## config.mk

```make
export PLATFORM = sky130hd
export DESIGN_NAME = hazard_forward_unit
export DESIGN_NICKNAME = d
export VERILOG_FILES = /design/src/rtl/hazard_pkg.sv /design/src/rtl/hazard_forward_unit_shadow_stage.sv /design/src/rtl/hazard_forward_unit.sv
export SDC_FILE = /design/constraint.sdc
export NUM_CORES = 1
export LEC_CHECK = 0
export CORE_MARGIN = 4
export CORE_UTILIZATION = 39
export CTS_BUF_LIST = sky130_fd_sc_hd__clkbuf_16
export DETAILED_ROUTE_END_ITERATION = 12
export GPL_TIMING_DRIVEN = 0
export PLACE_DENSITY = 0.73
export SYNTH_ARGS = -nofsm -noshare
export SYNTH_HDL_FRONTEND = slang
export SYNTH_SLANG_ARGS = --single-unit
```

## constraint.sdc

```tcl
create_clock -name clk -period 2 [get_ports clk]
set_clock_uncertainty 0.05 [all_clocks]
set_input_delay 0.5 -clock clk [delete_from_list [all_inputs] [get_ports clk]]
set_output_delay 0.5 -clock clk [all_outputs]
set_load 0.02 [all_outputs]
```

## src/rtl/hazard_pkg.sv

```systemverilog
// Shared types and helpers for the hazard / forwarding unit.
// Holds the forwarding-select encoding, the per-stage shadow record and
// the producer-match function used for both EX operands.
package hazard_pkg;

    localparam int REG_ADDR_W = 5;
    localparam int SEL_W      = 2;

    // Operand mux selector encoding (2'b11 is never produced)
    typedef enum logic [SEL_W-1:0] {
        FWD_RF  = 2'b00,
        FWD_WB  = 2'b01,
        FWD_MEM = 2'b10
    } fwd_sel_e;

    // Shadow copy of the control fields carried by one pipeline stage
    typedef struct packed {
        logic                  valid;
        logic [REG_ADDR_W-1:0] rd;
        logic                  reg_write;
        logic                  mem_read;
    } stage_t;

    localparam stage_t STAGE_EMPTY = '0;

    // A stage produces a value only if it is real, writes, and targets a non-x0 register
    function automatic logic is_producer(input stage_t s);
        return s.valid && s.reg_write && (s.rd != '0);
    endfunction

    function automatic logic hits(input stage_t s, input logic [REG_ADDR_W-1:0] rs);
        return is_producer(s) && (s.rd == rs);
    endfunction

    // Newest producer wins: EX/MEM before MEM/WB, otherwise the register file
    function automatic fwd_sel_e fwd_select(input logic [REG_ADDR_W-1:0] rs,
                                            input stage_t exmem,
                                            input stage_t memwb);
        if (hits(exmem, rs)) begin
            return FWD_MEM;
        end
        if (hits(memwb, rs)) begin
            return FWD_WB;
        end
        return FWD_RF;
    endfunction

endpackage

```

## src/rtl/hazard_forward_unit_shadow_stage.sv

```systemverilog
// One registered shadow entry of the pipeline control fields.
// A bubble loads an empty (invalid) entry instead of the incoming one.
module hazard_shadow_stage
    import hazard_pkg::*;
(
    input  logic   clk,
    input  logic   reset,
    input  logic   bubble,
    input  stage_t d,
    output stage_t q
);

    stage_t q_reg;

    // Advance every cycle; reset and bubble both load an empty entry
    always_ff @(posedge clk) begin
        if (reset) begin
            q_reg <= STAGE_EMPTY;
        end else if (bubble) begin
            q_reg <= STAGE_EMPTY;
        end else begin
            q_reg <= d;
        end
    end

    assign q = q_reg;

endmodule

```

## src/rtl/hazard_forward_unit.sv

```systemverilog
// Hazard detection and operand forwarding for a 5-stage pipeline.
// Shadows ID/EX, EX/MEM and MEM/WB control fields, drives the EX operand
// mux selects, the load-use stall and the taken-branch flushes.
// Optional feature macro: HAZARD_FORWARDING_EN (defined = forwarding with
// load-use stall only; undefined = no forwarding, stall on any EX/MEM-or-newer
// producer match).
module hazard_forward_unit
    import hazard_pkg::*;
#(
    parameter int RegAddrWidth = REG_ADDR_W,
    parameter int SelWidth     = SEL_W
) (
    input  logic                    clk,
    input  logic                    reset,
    input  logic                    id_valid,
    input  logic [RegAddrWidth-1:0] id_rs1,
    input  logic [RegAddrWidth-1:0] id_rs2,
    input  logic [RegAddrWidth-1:0] id_rd,
    input  logic                    id_reg_write,
    input  logic                    id_mem_read,
    input  logic                    ex_branch_taken,
    output logic [SelWidth-1:0]     fwd_sel_a,
    output logic [SelWidth-1:0]     fwd_sel_b,
    output logic                    stall,
    output logic                    flush_ifid,
    output logic                    flush_idex
);

    localparam int NUM_STAGES = 3;   // 0: ID/EX, 1: EX/MEM, 2: MEM/WB

    stage_t id_stage;
    stage_t chain_d [NUM_STAGES];
    stage_t chain_q [NUM_STAGES];
    logic   idex_bubble;
    logic   load_use;

    logic [RegAddrWidth-1:0] idex_rs1_reg;
    logic [RegAddrWidth-1:0] idex_rs2_reg;

    fwd_sel_e fwd_a;
    fwd_sel_e fwd_b;

    assign id_stage = '{valid: id_valid, rd: id_rd, reg_write: id_reg_write, mem_read: id_mem_read};

    // A stall or a taken branch both leave an empty slot behind in ID/EX
    assign idex_bubble = stall | ex_branch_taken;

    generate
        for (genvar gi = 0; gi < NUM_STAGES; gi++) begin : g_stage
            if (gi == 0) begin : g_head
                assign chain_d[gi] = id_stage;
            end else begin : g_tail
                assign chain_d[gi] = chain_q[gi-1];
            end

            hazard_shadow_stage u_stage (
                .clk    (clk),
                .reset  (reset),
                .bubble ((gi == 0) ? idex_bubble : 1'b0),
                .d      (chain_d[gi]),
                .q      (chain_q[gi])
            );
        end
    endgenerate

    // Source registers of the instruction entering EX, cleared with a bubble
    always_ff @(posedge clk) begin
        if (reset || idex_bubble) begin
            idex_rs1_reg <= '0;
            idex_rs2_reg <= '0;
        end else begin
            idex_rs1_reg <= id_rs1;
            idex_rs2_reg <= id_rs2;
        end
    end

`ifdef HAZARD_FORWARDING_EN
    // Forward from the newest producer; only a load one stage ahead forces a stall
    always_comb begin
        fwd_a    = fwd_select(idex_rs1_reg, chain_q[1], chain_q[2]);
        fwd_b    = fwd_select(idex_rs2_reg, chain_q[1], chain_q[2]);
        load_use = id_valid && chain_q[0].mem_read &&
                   (hits(chain_q[0], id_rs1) || hits(chain_q[0], id_rs2));
    end
`else
    // No bypass paths: wait until the producer has reached MEM/WB (write-first RF)
    always_comb begin
        fwd_a    = FWD_RF;
        fwd_b    = FWD_RF;
        load_use = id_valid &&
                   (hits(chain_q[0], id_rs1) || hits(chain_q[0], id_rs2) ||
                    hits(chain_q[1], id_rs1) || hits(chain_q[1], id_rs2));
    end
`endif

    assign fwd_sel_a  = fwd_a;
    assign fwd_sel_b  = fwd_b;
    // A taken branch discards the decode instruction, so it never stalls
    assign stall      = load_use & ~ex_branch_taken;
    assign flush_ifid = ex_branch_taken;
    assign flush_idex = ex_branch_taken;

    // Fields that the selected build does not consume
    logic unused_sink;
    assign unused_sink = ^{chain_q[2], idex_rs1_reg, idex_rs2_reg};

endmodule
```

======== After elaboration in Yosys (flattened, before gate mapping) ========
Cells that the tools add are included.
storage, ports and cells
  register bits ........................... 14
  input bits .............................. 21
  output and inout port bits .............. 7
  word-level logic and storage cells ...... 28
cells by class
  equality and inequality tests ........... 4
  bitwise gates (word level) .............. 3
  reduce and logical (&&, ||, !) cells .... 15
operator list
  operator            count
  == test 5 bit       4
  nonzero test 5 bit  2
  logical AND 1 bit   9
  logical OR 1 bit    3
  OR reduction 2 bit  1
  AND 1 bit           1
  NOT 1 bit           1
  bitwise OR 1 bit    1

======== Depth between registers and ports, before layout ========
Gate-level depths: netlist of the first run.
  depth in word-level cells ............... 10
  mapped depth ............................ 5
  gate-level depth less buffers ........... 5

======== By module ========
Synthesis of the first run repeated with hierarchy kept, for this count alone.
unflattened totals
  cells, all modules ...................... 80
  area, all modules ....................... 892.1 sq um
modules (own cells, without submodules)
  module               times used  cells each  area an instance (sq um)  seq. area each (sq um)
  hazard_shadow_stage  2           18          282.8                     160.2
  hazard_forward_unit  1           44          326.6                     0.0

======== Least setup slack after synthesis of the first run ========
No wires, ideal clock.
  path kind ............................... input port to output port
  start ................................... input id_rs1[0]
  end ..................................... output stall
  arrival time ............................ 1.460 ns
  data required time ...................... 1.450 ns
  setup slack ............................. -0.010 ns
  cell stages on the path ................. 5
  path buffers ............................ 0
  path through ............................ xor2_1 > nor3_1 > a22oi_1 > o22a_2 > nor2_1
between the ends
  cells in the longest elaborated chain, start to end .. 7
  elaborated cells between the ends (all ways) .. 9
  classes of those cells .................. 2 x eq/ne; 1 x bitwise; 6 x reduce/logical
RTL lines
  what                 RTL line                   source
  start, declared      hazard_forward_unit.sv:16  input logic [RegAddrWidth-1:0] id_rs1,
  == test 5 bit        hazard_pkg.sv:32           return is_producer(s) && (s.rd == rs);
  logical AND 1 bit    hazard_pkg.sv:32
  logical OR 1 bit     hazard_forward_unit.sv:91  (hits(chain_q[0], id_rs1) || hits(chain_q[0], id_rs2) ||
  logical OR 1 bit *   hazard_forward_unit.sv:91
  logical OR 1 bit *   hazard_forward_unit.sv:92  hits(chain_q[1], id_rs1) || hits(chain_q[1], id_rs2));
  logical AND 1 bit *  hazard_forward_unit.sv:90  load_use = id_valid &&
  AND 1 bit *          hazard_forward_unit.sv:99  assign stall = load_use & ~ex_branch_taken;
  end, declared        hazard_forward_unit.sv:24  output logic stall,
Every way passes the cells marked *; elsewhere a longest branch is shown, timed or not.

======== Final worst setup path of the first run ========
  start ................................... register g_stage[1].u_stage.q_reg, in the netlist g_stage[1].u_stage.q[3]
  end ..................................... output stall
between the ends
  cells in the longest elaborated chain, start to end .. 7
  elaborated cells between the ends (all ways) .. 10
  classes of those cells .................. 2 x eq/ne; 1 x bitwise; 7 x reduce/logical
RTL lines
  what                    RTL line                                source
  start, declared         hazard_forward_unit_shadow_stage.sv:13  stage_t q_reg;
  start signal, assigned  hazard_forward_unit_shadow_stage.sv:18  q_reg <= STAGE_EMPTY;
  start signal, assigned  hazard_forward_unit_shadow_stage.sv:20  q_reg <= STAGE_EMPTY;
  start signal, assigned  hazard_forward_unit_shadow_stage.sv:22  q_reg <= d;
  nonzero test 5 bit      hazard_pkg.sv:28                        return s.valid && s.reg_write && (s.rd != '0);
  logical AND 1 bit       hazard_pkg.sv:28
  logical AND 1 bit       hazard_pkg.sv:32
  logical OR 1 bit        hazard_forward_unit.sv:91
  logical OR 1 bit *      hazard_forward_unit.sv:92
  logical AND 1 bit *     hazard_forward_unit.sv:90
  AND 1 bit *             hazard_forward_unit.sv:99
Marked as above.

==> results of run 1 <==
## final timing paths
kind / from / end / depth (start not counted)
worst max-delay path: g_stage[1].u_stage.q[3] / stall / 5
worst max register to register: g_stage[0].u_stage.q[2] / g_stage[0].u_stage.q[6] / 7
worst min register to register: g_stage[0].u_stage.q[1] / g_stage[1].u_stage.q[1] / 1
worst min-delay path: g_stage[0].u_stage.q[1] / g_stage[1].u_stage.q[1] / 1
## layout make-up
cell class / count / share of cell area
buffer: 6 / 0.04240
clock buffer: 3 / 0.07067
multi-input combinational: 55 / 0.3687
sequential: 14 / 0.2697
tap: 24 / 0.02827
timing repair buffer: 25 / 0.2203
## cells in the final DEF (no fill, tap or decap), types with 3 or more instances in the layout
cell | netlist | final
sky130_fd_sc_hd__clkbuf_16 | 0 | 3
sky130_fd_sc_hd__xor2_1 | 20 | 20
sky130_fd_sc_hd__clkdlybuf4s15_2 | 0 | 4
sky130_fd_sc_hd__conb_1 | 1 | 4
sky130_fd_sc_hd__nor2_1 | 6 | 5
sky130_fd_sc_hd__clkdlybuf4s50_1 | 0 | 9
sky130_fd_sc_hd__nor3_1 | 4 | 3
sky130_fd_sc_hd__nor2b_1 | 7 | 7
sky130_fd_sc_hd__and3_1 | 7 | 7
sky130_fd_sc_hd__dlygate4sd2_1 | 0 | 3
sky130_fd_sc_hd__buf_4 | 6 | 8
sky130_fd_sc_hd__dfxtp_1 | 14 | 11
## per-layer routing
layer / GRT usage / up-vias / share of wire
li1: - / 295 / -
met1: 0.1338 / 252 / 0.39
met2: 0.2174 / 35 / 0.47
met3: 0.05422 / 3 / 0.11
met4: 0.08295 / 0 / 0.024
met5: 0 / - / 0
## what timing repair did
| item | in CTS | in global routing |
|---|---|---|
| resized for setup | 34 | 8 |
| buffers inserted | 3 | 0 |
| gates cloned | 0 | 0 |
| endpoints found under the setup margin | 3 | 2 |
| pin swaps | 13 | 7 |
## kinds of logic (layout without fill, tap and decap cells)
group / Yosys count / count (layout) / share of synthesized area
buffers and inverters: 6 / 34 / 0.06509
XOR/XNOR: 20 / 20 / 0.2532
flip-flops: 14 / 14 / 0.4051
other: 1 / 4 / 0.005420
AO/OA/AOI/OAI: 5 / 5 / 0.06148
AND/OR/NAND/NOR: 26 / 26 / 0.2098
## report_power, final
group          internal, µW  total, µW  switching (µW)
Sequential              289        298            8.61
Clock                   260        360             100
Combinational          62.8        110            46.9
## per-stage QoR
stage | TNS (ns) | worst slack, ns | power, µW | hold WS (ns)
final | -0.2021 | -0.2021 | 768.1 | 0.4247
after detailed placement | -1.955 | -0.9539 | 414.4 | 0.4084
after CTS | -0.2128 | -0.2128 | 772.0 | 0.4150
after global routing | -0.2815 | -0.2772 | 796.6 | 0.4517
after global placement | -1.925 | -0.9560 | 412.7 | 0.3941
after floorplan | 0 | 0.07725 | 356.5 | 0.3883
==> results.md, run 1 <==
- The run finished, with violations left.
- The final reports fail on negative setup slack.
- After detailed routing, the number of vias per cell comes to between 4 and 5.
- The floorplan die height is ~50 µm.
- Setup repair after global routing could not meet its margin everywhere.
- The final instance area is about 1100 µm².
- For this design, the slowest cell found on the critical path is sky130_fd_sc_hd__or4_1.
- Once detail routing completed, the nets flagged for antenna violations numbered 0.
- The area of the mapped netlist is about 690 µm².
- The count of flip-flops with a built-in enable after synthesis is 0.
- The number of pins exceeding their max-slew limit in the final report is 0.
- The number of optimization iterations in the first detailed-route pass is 4.
- The global-route wire length before repair is roughly 2.4 mm.
- Counting both buffers and inverters, the worst setup path holds a total of 1.
- In the final layout, the multi-input gates occupy 391.6 µm².
- After legalization and detailed placement, the total HPWL measured roughly 1.1 mm.
- The worst hold-check path type is flop to flop.
- The via count is approximately 590.
- The mean post-synth cell area is roughly 9.6 µm².
- After synthesis, the share of flip-flops with an asynchronous set or reset is 0.
- The peak fanout along the critical path is 3.
- The arrival time reported for the critical path endpoint is around 1.7 ns.
- VDD sags by at most 0.5636 mV.
- The later pin in the worst-skew pair is clocked with a latency of between 0.2 and 0.25 ns.
- The root cell of the clock tree is sky130_fd_sc_hd__clkbuf_16.
- In this run, synthesis produced a sequential element count of 14.
- STA puts the critical path data required time at ~1.5 ns.
- Measured along the x axis, the die boundary spans roughly 50 µm.
- The congestion estimate from routability-driven global placement came to just under 0.7.
- The cts-stage hold buffer count is 0.
- The floorplan step defined a core boundary enclosing between 1500 and 2000 µm².
- The number of buffers inserted during clock tree synthesis is 3.
- The dominant cell by count in the synthesized netlist is sky130_fd_sc_hd__xor2_1.
- The primary flip-flop cell chosen by synthesis mapping is sky130_fd_sc_hd__dfxtp_1.
- Counting every instance in the synthesized netlist gives 72.
- The reported leakage power is slightly above 0.0005 µW.
- The number of DRC markers after the initial detailed-route iteration is 4.
- During synthesis, Yosys emitted a total of 0 warnings.
- The top cell type's share of synthesized area is 0.4051.
- The layout cell share with drive strength beyond 1 is 0.2621.
- The dominant cell type by area after synthesis is sky130_fd_sc_hd__dfxtp_1.
- The antenna diode count is 0.
- The signal on the critical path passes through or4_1 -> o2111ai_1 -> o22a_2 -> nor2_2 -> buf_6.
- The post-route worst setup slack is -0.2021 ns.
- The final global-route overflow total is 0.
- The path type of the worst setup path is flop to output pin.
- The number of flip-flops under the largest register name is 14.
- The number of library cell types mapped by synthesis is 12.
- The share of the core filled with cells in the final layout is 0.6664.
- Dividing the final minimum period by the clock period gives 1.101.
- The clock sink count is 14.
- The number of I/O port buffers is 22.
- Clock-pin slew was measured on the worst setup and hold paths at 0.04 ns.
- The number of nets in the layout is 126.
- After detailed routing, the number of remaining DRC violations is 0.
- The max capacitance violation total is 0.
- The worst setup path is captured at an output pin.
- On the worst path, the slowest cell contributes a delay of between 0.5 and 0.6 ns.
- The layout has ~130 filler cells.
- The kind of start point of the critical path is a flop.
- In the final routed layout, each cell accounts on average for 11.57 µm.
- Derived from the worst setup path, the maximum achievable clock frequency is 454.1 MHz.
- The portion of the post-synthesis area used by sequential elements is 0.4051.
- After detailed placement, the total cell area comes to around 960 µm².
- The longest clock path from root to sink contains 2 buffers.
- The die covers approximately 2500 µm².
- The number of global-route vias before repair is between 500 and 600.
- The floorplan has 14 rows.
- After synthesis, the most frequently instantiated cells are 20 x sky130_fd_sc_hd__xor2_1, 14 x sky130_fd_sc_hd__dfxtp_1, 7 x sky130_fd_sc_hd__and3_1, 7 x sky130_fd_sc_hd__nor2b_1.
- The worst register-to-register path has a setup slack of approximately 0.36 ns.
- The number of levels the H-tree was split into is 1.
- Once placement completed, the tool counted placed cells totaling 121.
- Excluding fillers, the count of instances in the completed layout stands at around 130.
- Across the whole layout, storage elements account for between 200 and 300 µm².
- Setup violations remaining at the end of the flow were counted as 1.
- The initial antenna violation count is 0.
- The ratio of total power to cell area is 723.1 nW/µm².
- 28 I/O pins were placed.
- The shortest clock period the worst path allows after layout is 2.202 ns.
- The initial utilization of the core area, before any placement, comes to 0.4341.
- The global-route usage over all layers is 0.1304.
- For this block, the routed nets add up to approximately 1.5 mm of wire.
- Broken down by cell family, the worst path's largest delay share belongs to simple AND/OR/NAND/NOR gates.
- The final hold violation count was 0.
- Ranked by total cell area, the synthesized netlist is headed by sky130_fd_sc_hd__dfxtp_1 41%, sky130_fd_sc_hd__xor2_1 25%, sky130_fd_sc_hd__buf_4 6.5%.
- Relative to the synthesized area, the layout overhead comes to 53.53%.
- TritonCTS built the clock tree.
- Entering global routing, the biggest net connects 9 pins.
(Power assumes the default switching activity.)
==> run 2, diff against run 1 <==
--- a/config.mk
+++ b/config.mk
@@ -9,8 +9,9 @@
 export CORE_UTILIZATION = 39
 export CTS_BUF_LIST = sky130_fd_sc_hd__clkbuf_16
 export DETAILED_ROUTE_END_ITERATION = 12
+export DONT_BUFFER_PORTS = 1
+export GPL_ROUTABILITY_DRIVEN = 1
 export GPL_TIMING_DRIVEN = 0
-export PLACE_DENSITY = 0.73
 export SYNTH_ARGS = -nofsm -noshare
 export SYNTH_HDL_FRONTEND = slang
 export SYNTH_SLANG_ARGS = --single-unit
==> run 2 against run 1 <==
Against the previous run:
- the flow still finishes with violations (negative setup slack)
- cell count is 19% lower
- first-iteration DRC count did not move
- critical path depth shrank 1
- global-route usage decreased by 2.3 points
- clock-buffer cell count unchanged
- maximum frequency up 4.6%
- sequential cell count unchanged
- highest routed layer unchanged
- non-clock buffer count decreased by 24
- worst setup slack better by 0.096 ns
==> results.md, run 2 (synthesized netlist as in run 1, its figures left out) <==
- The core region is 1594 µm².
- The most common cell after layout, fill and taps aside is sky130_fd_sc_hd__xor2_1.
- The post-route antenna net violation count is 0.
- The final hold violation count is 0.
- The final reports fail on negative setup slack.
- The worst hold-check path type is input port to flop.
- The number of pins exceeding their max-slew limit in the final report is 0.
- Setup repair after global routing could not meet its margin everywhere.
- The row count is 14.
- The net count of the finished layout is ~100.
- Summed over all cells, the static leakage comes to about 0.00040 µW.
- The detailed-route DRC error count is 0.
- The final hold slack is between 0.2 and 0.3 ns.
- Summed over all layers, the global routing overflow is 0.
- The initial core utilization is 0.4341.
- The largest net degree at the start of global routing is 9.
- The wire length per cell after detailed routing is roughly 12 µm.
- For the finished layout, the period the worst path requires is approximately 2.1 ns.
- The layout has 150 filler cells.
- The post-route worst setup slack is -0.1059 ns.
- The floorplan die height is 50.12 µm.
- Before antenna repair, the detailed router went through 4 iterations.
- The layout cell share with drive strength beyond 1 is 0.2278.
- The full die area is about 2500 µm².
- The critical path goes through or4_4 -> o2111ai_2 -> o22a_2 -> nor2_2.
- The peak fanout along the critical path is 4.
- Of the total power, combinational logic draws 0.088.
- The number of antenna diodes in the final layout is 0.
- Of the total power, the share spent switching nets is 0.1823.
- The layout-stage area growth over the synthesis result is 21.16%.
- In this run the tool buffered the top-level ports with 0 buffer cells.
- The via count is 479.
- The final instance area is around 840 µm².
- The number of buffers inserted during clock tree synthesis is 3.
- The last weighted congestion value of the routability-driven placer is ~0.74.
- The share of total power dissipated in sequential elements is 0.421.
- After clock tree synthesis, the clock-pin slew on the worst setup and hold paths is roughly 0.04 ns.
- In this run the count of I/O pins placed on the die edge is 28.
- Dividing total power by cell area gives a power density of roughly 850 nW/µm².
- Data on the critical path is required at its endpoint by 1.45 ns.
- Of the total power, the clock network draws 0.491.
- Setup violations remaining at the end of the flow were counted as 1.
- Counting along the longest clock path gives a buffer depth of 2.
- The storage element area is 284.0 µm².
- The detailed-route vias per instance is about 4.7.
- For this design, the slowest cell found on the critical path is sky130_fd_sc_hd__or4_4.
- In the final layout, the multi-input gates occupy 396.6 µm².
- Static timing analysis puts the maximum clock frequency at between 400 and 500 MHz.
- The root cell of the clock tree is sky130_fd_sc_hd__clkbuf_16.
- The number of flip-flops under the largest register name is 14.
- In the layout the commonest cells are 20 x sky130_fd_sc_hd__xor2_1, 11 x sky130_fd_sc_hd__dfxtp_1, 7 x sky130_fd_sc_hd__and3_1, 7 x sky130_fd_sc_hd__nor2b_1, 7 x sky130_fd_sc_hd__buf_4.
- The run finished, with violations left.
- Of the available clock period, the critical path in the final layout requires 1.053.
- The internal cell power is 584.1 µW.
- The kind of start point of the critical path is a flop.
- The initial antenna violation count came to 0.
- The clock latency on the worst-skew pair is 0.24 ns.
- The final HPWL from detailed placement is about 1 mm.
- The path type of the worst setup path is flop to output pin.
- The horizontal die dimension is between 50 and 60 µm.
- The largest stage delay on the critical path is between 0.5 and 0.6 ns.
- The tool flagged a number of max-cap violations equal to 0.
- The post-placement cell area is roughly 740 µm².
- CTS built an H-tree with a depth of 1.
- The global-route wire length before repair is 1.952 mm.
- STA classifies the critical path endpoint as an output pin.
- The clock tree from TritonCTS is done.
- For this run, the total global-route usage over all layers was measured as 0.1070.
- The clock sink count is 14.
- The analysis attributes to net switching a power of 130.3 µW.
- The number of DRC markers after the initial detailed-route iteration is 4.
- The number of global-route vias before repair came to 463.
- IR analysis of the VDD net gives a maximum drop of roughly 0.4 mV.
- Wires add up to roughly 1.2 mm.
- STA puts the critical path data arrival time at about 1.6 ns.
- At the placement stage, the worst setup path has a slack of -0.02359 ns.
[run 2: changes by cell type in the layout (fill, tap and decap cells not counted), sizes merged]
cell,change
clkbuf,-2
clkdlybuf4s50,-9
dlygate4sd2,-3
clkdlybuf4s15,-6
buf,-4
[run 2: stage by stage]
stage                       util  std cells   TNS [ns]  total power [µW]
after floorplan                -         75          0             356.5
after global placement    0.4615         99  -0.002719             364.0
after detailed placement  0.4615         99   -0.02359             364.9
after CTS                 0.5212        103    -0.1396             721.1
after global routing      0.5259        103    -0.1678             737.1
final                     0.5259        103    -0.1059             714.3
[run 2: area by class of cell]
cell class                 instances  share of cell area
multi-input combinational         55              0.4731
tap                               24             0.03582
clock buffer                       3             0.08955
buffer                             6             0.05373
sequential                        14              0.3388
timing repair buffer               1            0.008955
[run 2: final timing paths]
check	start	endpoint	slack (ns)	cells after the start
worst min register to register	g_stage[0].u_stage.q[1]	g_stage[1].u_stage.q[1]	0.42	1
worst min-delay path	reset	g_stage[1].u_stage.q[7]	0.28	1
worst max-delay path	g_stage[0].u_stage.q[2]	stall	-0.11	4
worst max register to register	g_stage[0].u_stage.q[2]	g_stage[0].u_stage.q[5]	0.35	5
[run 2: per-layer routing]
metal,vias to the layer above,wire [µm],global-route usage
met5,-,0,0
met4,0,23,0.08295
met3,4,180,0.05422
met2,28,520,0.1565
met1,200,498,0.1164
li1,247,-,-
[run 2: worst max-delay path, delay by kind of cell, from the launching register on]
| kind | cells | cell delay (ns) |
|---|---|---|
| and+or+nand+nor | 2 | 0.61 |
| AOI/OAI and AO/OA | 2 | 0.37 |
| DFF | 1 | 0.34 |
[run 2: what timing repair did]
| action | 4_1_cts | 5_1_grt |
|---|---|---|
| pin swaps | 1 | 1 |
| setup buffers | 1 | 0 |
| setup endpoints to repair | 1 | 1 |
| resized for setup | 4 | 2 |
| hold buffers | 0 | 0 |
[run 2: power by group through the flow]
stage / Clock (µW) / Combinational (µW) / Sequential (µW)
2_1_floorplan: 0 / 55.2 / 301
3_3_place_gp: 0 / 59.9 / 304
3_5_place_dp: 0 / 60.7 / 304
4_1_cts: 358 / 63.1 / 300
5_1_grt: 364 / 70.6 / 302
6_report: 350 / 63.0 / 301
